$ cat src/rtl/collision_map_arbiter.sv
// -----------------------------------------------------------------------------
// collision_map_arbiter
//
// Shares one single-port level-map ROM between the fire (requester 0) and
// water (requester 1) movement controllers. Each requester issues a pixel
// (x, y) solidity lookup over valid/ready. One lookup is accepted per cycle.
// The accepted pixel is converted to a tile address that is registered onto
// rom_addr. A tag pipeline follows the ROM latency, and a one-cycle response
// pulse goes back to the requester that issued the lookup, in grant order.
// Pixels outside the map still use a slot. They drive address 0 and always
// report solid.
//
// Configuration:
//   ARB_FIXED_PRIO_EN (macro) - when defined, requester 0 always wins a tie
//                               and the round-robin pointer does not exist.
//                               When undefined, arbitration is round-robin.
//
// Ports:
//   clk, rst                     clock, synchronous active-high reset
//   req0_valid/x/y, req0_ready   requester 0 (fire) lookup handshake
//   resp0_valid, resp0_solid     requester 0 response (one-cycle pulse)
//   req1_* / resp1_*             same as above for requester 1 (water)
//   rom_addr                     tile address to the map ROM
//   rom_data                     tile solidity, ROM_LAT clocks after rom_addr
// -----------------------------------------------------------------------------
module collision_map_arbiter #(
    parameter int MAP_W_PX   = 1024,
    parameter int MAP_H_PX   = 768,
    parameter int TILE_SHIFT = 5,
    parameter int ROM_LAT    = 1,
    parameter int ADDR_W     = 10
) (
    input  logic              clk,
    input  logic              rst,
    input  logic              req0_valid,
    input  logic [11:0]       req0_x,
    input  logic [11:0]       req0_y,
    output logic              req0_ready,
    output logic              resp0_valid,
    output logic              resp0_solid,
    input  logic              req1_valid,
    input  logic [11:0]       req1_x,
    input  logic [11:0]       req1_y,
    output logic              req1_ready,
    output logic              resp1_valid,
    output logic              resp1_solid,
    output logic [ADDR_W-1:0] rom_addr,
    input  logic              rom_data
);
    localparam int COLS = MAP_W_PX >> TILE_SHIFT;

    // Each tag records one accepted lookup as it moves down the pipeline.
    typedef struct packed {
        logic valid;
        logic id;
        logic oob;
    } tag_t;

    logic              grant0;
    logic              grant1;
    logic              xfer;
    logic [11:0]       sel_x;
    logic [11:0]       sel_y;
    logic [11:0]       tile_x;
    logic [11:0]       tile_y;
    logic              sel_oob;
    logic [ADDR_W-1:0] tile_addr;

    // ------------------------------------------------------------------
    // Arbitration
    // ------------------------------------------------------------------
`ifdef ARB_FIXED_PRIO_EN
    assign grant0 = req0_valid;
    assign grant1 = req1_valid && !req0_valid;
`else
    // last_grant_reg holds the requester granted most recently. On a tie,
    // the other requester wins. The reset value of 1 makes requester 0 win
    // the first tie.
    logic last_grant_reg;

    assign grant0 = req0_valid && (!req1_valid || last_grant_reg);
    assign grant1 = req1_valid && (!req0_valid || !last_grant_reg);

    always_ff @(posedge clk) begin
        if (rst) begin
            last_grant_reg <= 1'b1;
        end else if (xfer) begin
            last_grant_reg <= grant1;
        end
    end
`endif

    assign req0_ready = grant0;
    assign req1_ready = grant1;
    assign xfer       = grant0 || grant1;

    // ------------------------------------------------------------------
    // Pixel to tile address for the requester that wins this cycle
    // ------------------------------------------------------------------
    assign sel_x     = grant1 ? req1_x : req0_x;
    assign sel_y     = grant1 ? req1_y : req0_y;
    assign sel_oob   = (32'(sel_x) >= MAP_W_PX) || (32'(sel_y) >= MAP_H_PX);
    assign tile_x    = sel_x >> TILE_SHIFT;
    assign tile_y    = sel_y >> TILE_SHIFT;
    assign tile_addr = ADDR_W'(tile_y) * ADDR_W'(COLS) + ADDR_W'(tile_x);

    // rom_addr changes only on an accepted lookup. It holds its value while idle.
    always_ff @(posedge clk) begin
        if (rst) begin
            rom_addr <= '0;
        end else if (xfer) begin
            rom_addr <= sel_oob ? '0 : tile_addr;
        end
    end

    // ------------------------------------------------------------------
    // Tag pipeline
    // Stage k is loaded k+1 edges after acceptance. Stage ROM_LAT therefore
    // lines up with the rom_data returned for that lookup.
    // ------------------------------------------------------------------
    tag_t tag_reg [0:ROM_LAT];
    tag_t tag_d   [0:ROM_LAT];
    tag_t tag_out;

    assign tag_d[0] = {xfer, grant1, sel_oob};

    genvar gi;
    generate
        for (gi = 0; gi <= ROM_LAT; gi++) begin : g_tag
            if (gi > 0) begin : g_link
                assign tag_d[gi] = tag_reg[gi-1];
            end
            always_ff @(posedge clk) begin
                if (rst) begin
                    tag_reg[gi] <= '0;
                end else begin
                    tag_reg[gi] <= tag_d[gi];
                end
            end
        end
    endgenerate

    assign tag_out = tag_reg[ROM_LAT];

    // ------------------------------------------------------------------
    // Response registers
    // Each solid flag keeps its last value between pulses.
    // ------------------------------------------------------------------
    always_ff @(posedge clk) begin
        if (rst) begin
            resp0_valid <= 1'b0;
            resp0_solid <= 1'b0;
            resp1_valid <= 1'b0;
            resp1_solid <= 1'b0;
        end else begin
            resp0_valid <= tag_out.valid && !tag_out.id;
            resp1_valid <= tag_out.valid && tag_out.id;
            if (tag_out.valid && !tag_out.id) begin
                resp0_solid <= tag_out.oob | rom_data;
            end
            if (tag_out.valid && tag_out.id) begin
                resp1_solid <= tag_out.oob | rom_data;
            end
        end
    end

endmodule

$ cat config.mk
export PLATFORM = sky130hd
export DESIGN_NAME = collision_map_arbiter
export DESIGN_NICKNAME = d
export VERILOG_FILES = /design/src/rtl/collision_map_arbiter.sv
export SDC_FILE = /design/constraint.sdc
export NUM_CORES = 1
export LEC_CHECK = 0
export ABC_AREA = 1
export CAP_MARGIN = 20
export CORE_MARGIN = 3
export CORE_UTILIZATION = 37
export CTS_BUF_LIST = sky130_fd_sc_hd__clkbuf_4
export CTS_CLUSTER_DIAMETER = 100
export DETAILED_ROUTE_END_ITERATION = 10
export PLACE_DENSITY = 0.81
export SYNTH_ARGS = -nofsm -noshare
export SYNTH_HDL_FRONTEND = slang
export SYNTH_SLANG_ARGS = --single-unit
$ cat constraint.sdc
create_clock -name clk -period 2.4 [get_ports clk]
set_clock_uncertainty 0.2 [all_clocks]
set_input_delay 0.48 -clock clk [delete_from_list [all_inputs] [get_ports clk]]
set_output_delay 0.48 -clock clk [all_outputs]
set_load 0.01 [all_outputs]
# Word level (Yosys, flattened, before mapping)
# Memory sizes are Yosys's and may differ from the RTL's.
# Cells that the tools add are included.
# word_totals
register_bits,15
ram_bits,6
in_bits,53
out_inout_bits,16
word_cells,33
mem_count,1
# mem_list
name,depth,width,read_ports,rd_ports_with_merged_regs,write_ports,line_no,rtl
tag_reg,2,3,2,0,2,121,tag_t tag_reg [0:ROM_LAT];
# op_classes
addsub,1
order_cmp,2
mux,8
bitwise_logic,3
reduce_logical,12
# ops
operator,n
12-bit two-way mux,2
"12-bit by 10-bit greater-or-equal comparator with 1-bit output, second input constant",1
"12-bit by 11-bit greater-or-equal comparator with 1-bit output, second input constant",1
10-bit by 7-bit adder with 10-bit output,1
10-bit two-way mux,1
3-bit two-way mux,2
1-bit logical AND,4
1-bit logical NOT,4
1-bit logical OR,4
1-bit two-way mux,3
1-bit bitwise OR,3

# Longest topological paths before layout
# depth
word_depth,7
depth_mapped,13
ltp_nobuf,13

# Worst setup path before layout
# Ideal clock, no wire load.
# synth_timing
path_type,input to register
start,input req1_valid
end,register rom_addr[7]
setup_ps,132
t_arrival_ps,1832
required_ps,2068
path_slack_ps,236
stages,11
path_buffers,2
path_cell_list,buf_4 -> nand2_8 -> buf_12 -> nand2_1 -> nand2_1 -> ha_1 -> fa_1 -> xnor2_1 -> inv_1 -> nand2_1 -> a21oi_1
# synth_between
elab_chain_len,5
elab_cells_between_ends,12
cone_classes,add/sub (1); order compare (2); mux (3); reduce/logical (6)
# synth_rtl
element,line_no,rtl
"start, declared",41,"input logic req1_valid,"
1-bit logical AND,82,assign grant1 = req1_valid && (!req0_valid || !last_grant_reg);
12-bit two-way mux (on tied branches),"100, 101",
12-bit by 11-bit greater-or-equal comparator with 1-bit output / 12-bit by 10-bit greater-or-equal comparator with 1-bit output (equally long branches),102,assign sel_oob = (32'(sel_x) >= MAP_W_PX) || (32'(sel_y) >= MAP_H_PX);
1-bit logical OR,102,
10-bit two-way mux,112,rom_addr <= sel_oob ? '0 : tile_addr;
"end signal, assigned",112,
"end, declared",47,"output logic [ADDR_W-1:0] rom_addr,"
# Parallel ways exist; a longest one is shown, timed or not.
# A chain may end at the register's enable or synchronous reset.

# Final worst setup path
# layout_timing
start,input req0_valid
end,register rom_addr[7]
# layout_between
elab_chain_len,7
elab_cells_between_ends,12
cone_classes,add/sub (1); order compare (2); mux (3); reduce/logical (6)
# layout_rtl
element,line_no,rtl
"start, declared",35,"input logic req0_valid,"
1-bit logical NOT,82,
1-bit logical OR,82,
1-bit logical AND,82,
12-bit two-way mux (on tied branches),"100, 101",
12-bit by 11-bit greater-or-equal comparator with 1-bit output / 12-bit by 10-bit greater-or-equal comparator with 1-bit output (equally long branches),102,
1-bit logical OR,102,
10-bit two-way mux,112,
# Parallel ways exist; a longest one is shown, timed or not.

==> out/results.tsv <==
metric	value	unit
status	finished, final reports clean	
Fill cells	254	
P_leak	0.000778	µW
HPWL after DPL	1.99	mm
Worst EP arrival	2.15	ns
TritonCTS Buffers	3	
core area	2780	µm²
Storage cell area	420	µm²
Layout area overhead	55.5	%
post-route ant nets	0	
Final Hold Viols	0	
global routing's busiest layer	met2	
drt wl/cell	9.71	µm
vias in the first global route	860	
# port buffers	48	
clock slew at reported path FFs	0.11	ns
max-cap viol count	0	
pwr/cell area	429	nW/µm²
crit share post-route	0.898	
Hold Startpoint	tag_reg[0][0]	
global-route wire length before repair	3.64	mm
Worst Slack Setup Final	0.245	ns
most frequent CP cell	nand2_1	
Pre-antenna DRT Iters	5	
Root Driver	clkbuf_4	
hold worst-path end	tag_reg[1][0]	
met2 global-route usage	0.201	
H-tree depth	1	
CP max FO	6	
most common cell after layout, fill and taps aside	nand2_1	
I/O pin total	69	
Die Area	3660	µm²
Peak Freq	0.464	GHz
commonest non-fill, non-tap cells in the layout	nand2_1 (55), clkdlybuf4s50_1 (44), dfxtp_1 (21)	
final worst path period need	2.16	ns
flop2flop setup slack	0.29	ns
residual DRC count	0	
met3 usage	0.00638	
Clock Path Buffers	2	
Net Count, Synth	207	
worst IR drop on VDD	349	µV
crit path buf inv count	3	
Worst slew margin	0.740	
n_diodes	0	
share of cells above drive strength 1	0.143	
post-synthesis sequential area ratio	0.383	
Hold Crit Depth	2	
min-delay worst type	flip-flop to flip-flop	
# clock sinks	21	
die width	60.5	µm
FF-to-FF Start	last_grant_reg	
Yosys Warn Count	0	
Placement Setup Slack	-0.349	ns
post-DR vias/cell	4.53	
Initial DRC Count	40	
CTS tree	done	
Distinct cells, synth	25	
Pwr Total	733	µW
Die Span Y	60.5	µm
Largest register FFs	10	
Starting Density	0.395	
Worst Path Required	2.40	ns
unrepaired setup endpoints after global routing	false	
Largest delay share family, worst path	buffers and inverters	
Mapped Cells	151	
DR vias	1091	
Worst Path Class, Setup	input pin to flip-flop	
Overflow after GRT	0	
area occupied by multi-input gates	586	µm²
final net count	267	
Hold-fix buffers, CTS	0	
Crit path largest cell delay	0.45	ns
Setup crit end kind	flip-flop	
fin. max-slew vios	0	
antenna violations before repair	0	
setup violators final	0	
slowest stage cell, crit path	fa_1	
Synth Cell Area	1100	µm²
largest net degree at the start of global routing	13	
synthesized area per cell	7.28	µm²
GRT met1 Usage	0.186	
worst-case reg-to-reg path depth	11	
slew at the pin closest to its max-slew limit	0.389	ns
CP cell instances	dlygate4sd2_1 > nand2_4 > nand2_8 > buf_4 > nand2_1 > nand2_1 > fa_1 > xnor2_1 > inv_1 > nand2_1 > a21oi_1	
GPL Wtd Cong	0.692	
GRT Total Usage	0.128	
flops & latches, synth	21	
Worst setup SP type	input pin	
clk_lat worst skew	0.29	ns
total wire length	2.34	mm
Critical R2R Capture	rom_addr[7]	
Site Rows	19	
==> cells by family (layout without fill, tap and decap cells) <==
kind of cell             count (synthesis)  after routing  share of synthesized area
flip-flops                              21             21                      0.383
AND/OR/NAND/NOR                         91             91                      0.408
adder cells (fa/ha/maj)                  3              3                     0.0410
buffers and inverters                   19             78                     0.0843
XOR/XNOR                                 1              1                    0.00797
AO/OA/AOI/OAI                           16             16                     0.0763
==> cell usage after synthesis <==
master	count	area (µm²)
nand2_1	55	206
dfxtp_1	21	420
inv_1	13	48.8
nor2_1	12	45.0
a21oi_1	11	55.1
nand3_1	10	50.1
nand2_2	5	31.3
nand2_4	3	33.8
o21ai_0	3	15.0
clkbuf_1	2	7.51
ha_1	2	25.0
a21o_1	1	7.51
a31oi_1	1	6.26
buf_12	1	20.0
buf_2	1	5.00
buf_4	1	7.51
fa_1	1	20.0
inv_2	1	3.75
nand2_8	1	20.0
nand3_4	1	17.5
nand4_1	1	6.26
nor2_4	1	11.3
nor2_8	1	20.0
or2_2	1	6.26
xnor2_1	1	8.76
==> tightest hold or removal path, delay by kind of cell (launching register included) <==
kind / cells / cell delay [ns]
and+or+nand+nor: 1 / 0.03
DFF: 1 / 0.31
buffers and inverters: 1 / 0.04
==> per-layer routing <==
metal / share of wire / routed length (µm) / vias up
li1: - / - / 590
met1: 0.44 / 1040 / 453
met2: 0.48 / 1130 / 44
met3: 0.061 / 143 / 4
met4: 0.012 / 29 / 0
met5: 0 / 0 / -
==> where the power goes <==
part	internal, µW	switching [µW]
logic	112	94.8
registers	360	5.30
clock network	61.9	99.2
total	534	199
==> metrics by stage <==
stage / utilization / hold slack [ns] / instance area (µm²) / cells / TNS [ns]
2_1_floorplan: - / 0.188 / 1100 / 151 / 0
3_3_place_gp: 0.604 / 0.190 / 1680 / 237 / -1.86
3_5_place_dp: 0.604 / 0.192 / 1680 / 237 / -2.42
4_1_cts: 0.613 / 0.208 / 1700 / 241 / 0
5_1_grt: 0.614 / 0.226 / 1710 / 241 / 0
6_report: 0.614 / 0.207 / 1710 / 241 / 0
==> worst max path at each step <==
stage                from          end  slack, ns  depth (start not counted)
2_1_floorplan  req1_valid  rom_addr[7]       0.24                         11
3_3_place_gp   req1_valid  rom_addr[7]      -0.28                         10
3_5_place_dp   req1_valid  rom_addr[7]      -0.35                         10
4_1_cts        req1_valid   req1_ready       0.03                          5
5_1_grt        req1_valid  rom_addr[7]       0.13                         11
6_report       req0_valid  rom_addr[7]       0.24                         11
==> repair_timing <==
action	in CTS	in global routing
resized for setup	3	2
pin swaps	1	0
endpoints found under the setup margin	3	1
buffers inserted	0	0
==> area by class of cell <==
cell class,count,area share
clock inverter,1,0.00293
inverter,14,0.0308
multi-input combinational,111,0.343
tap,31,0.0227
clock buffer,3,0.0132
timing repair buffer,60,0.341
sequential,21,0.246
Note: power is estimated with default switching activity, not from simulation.
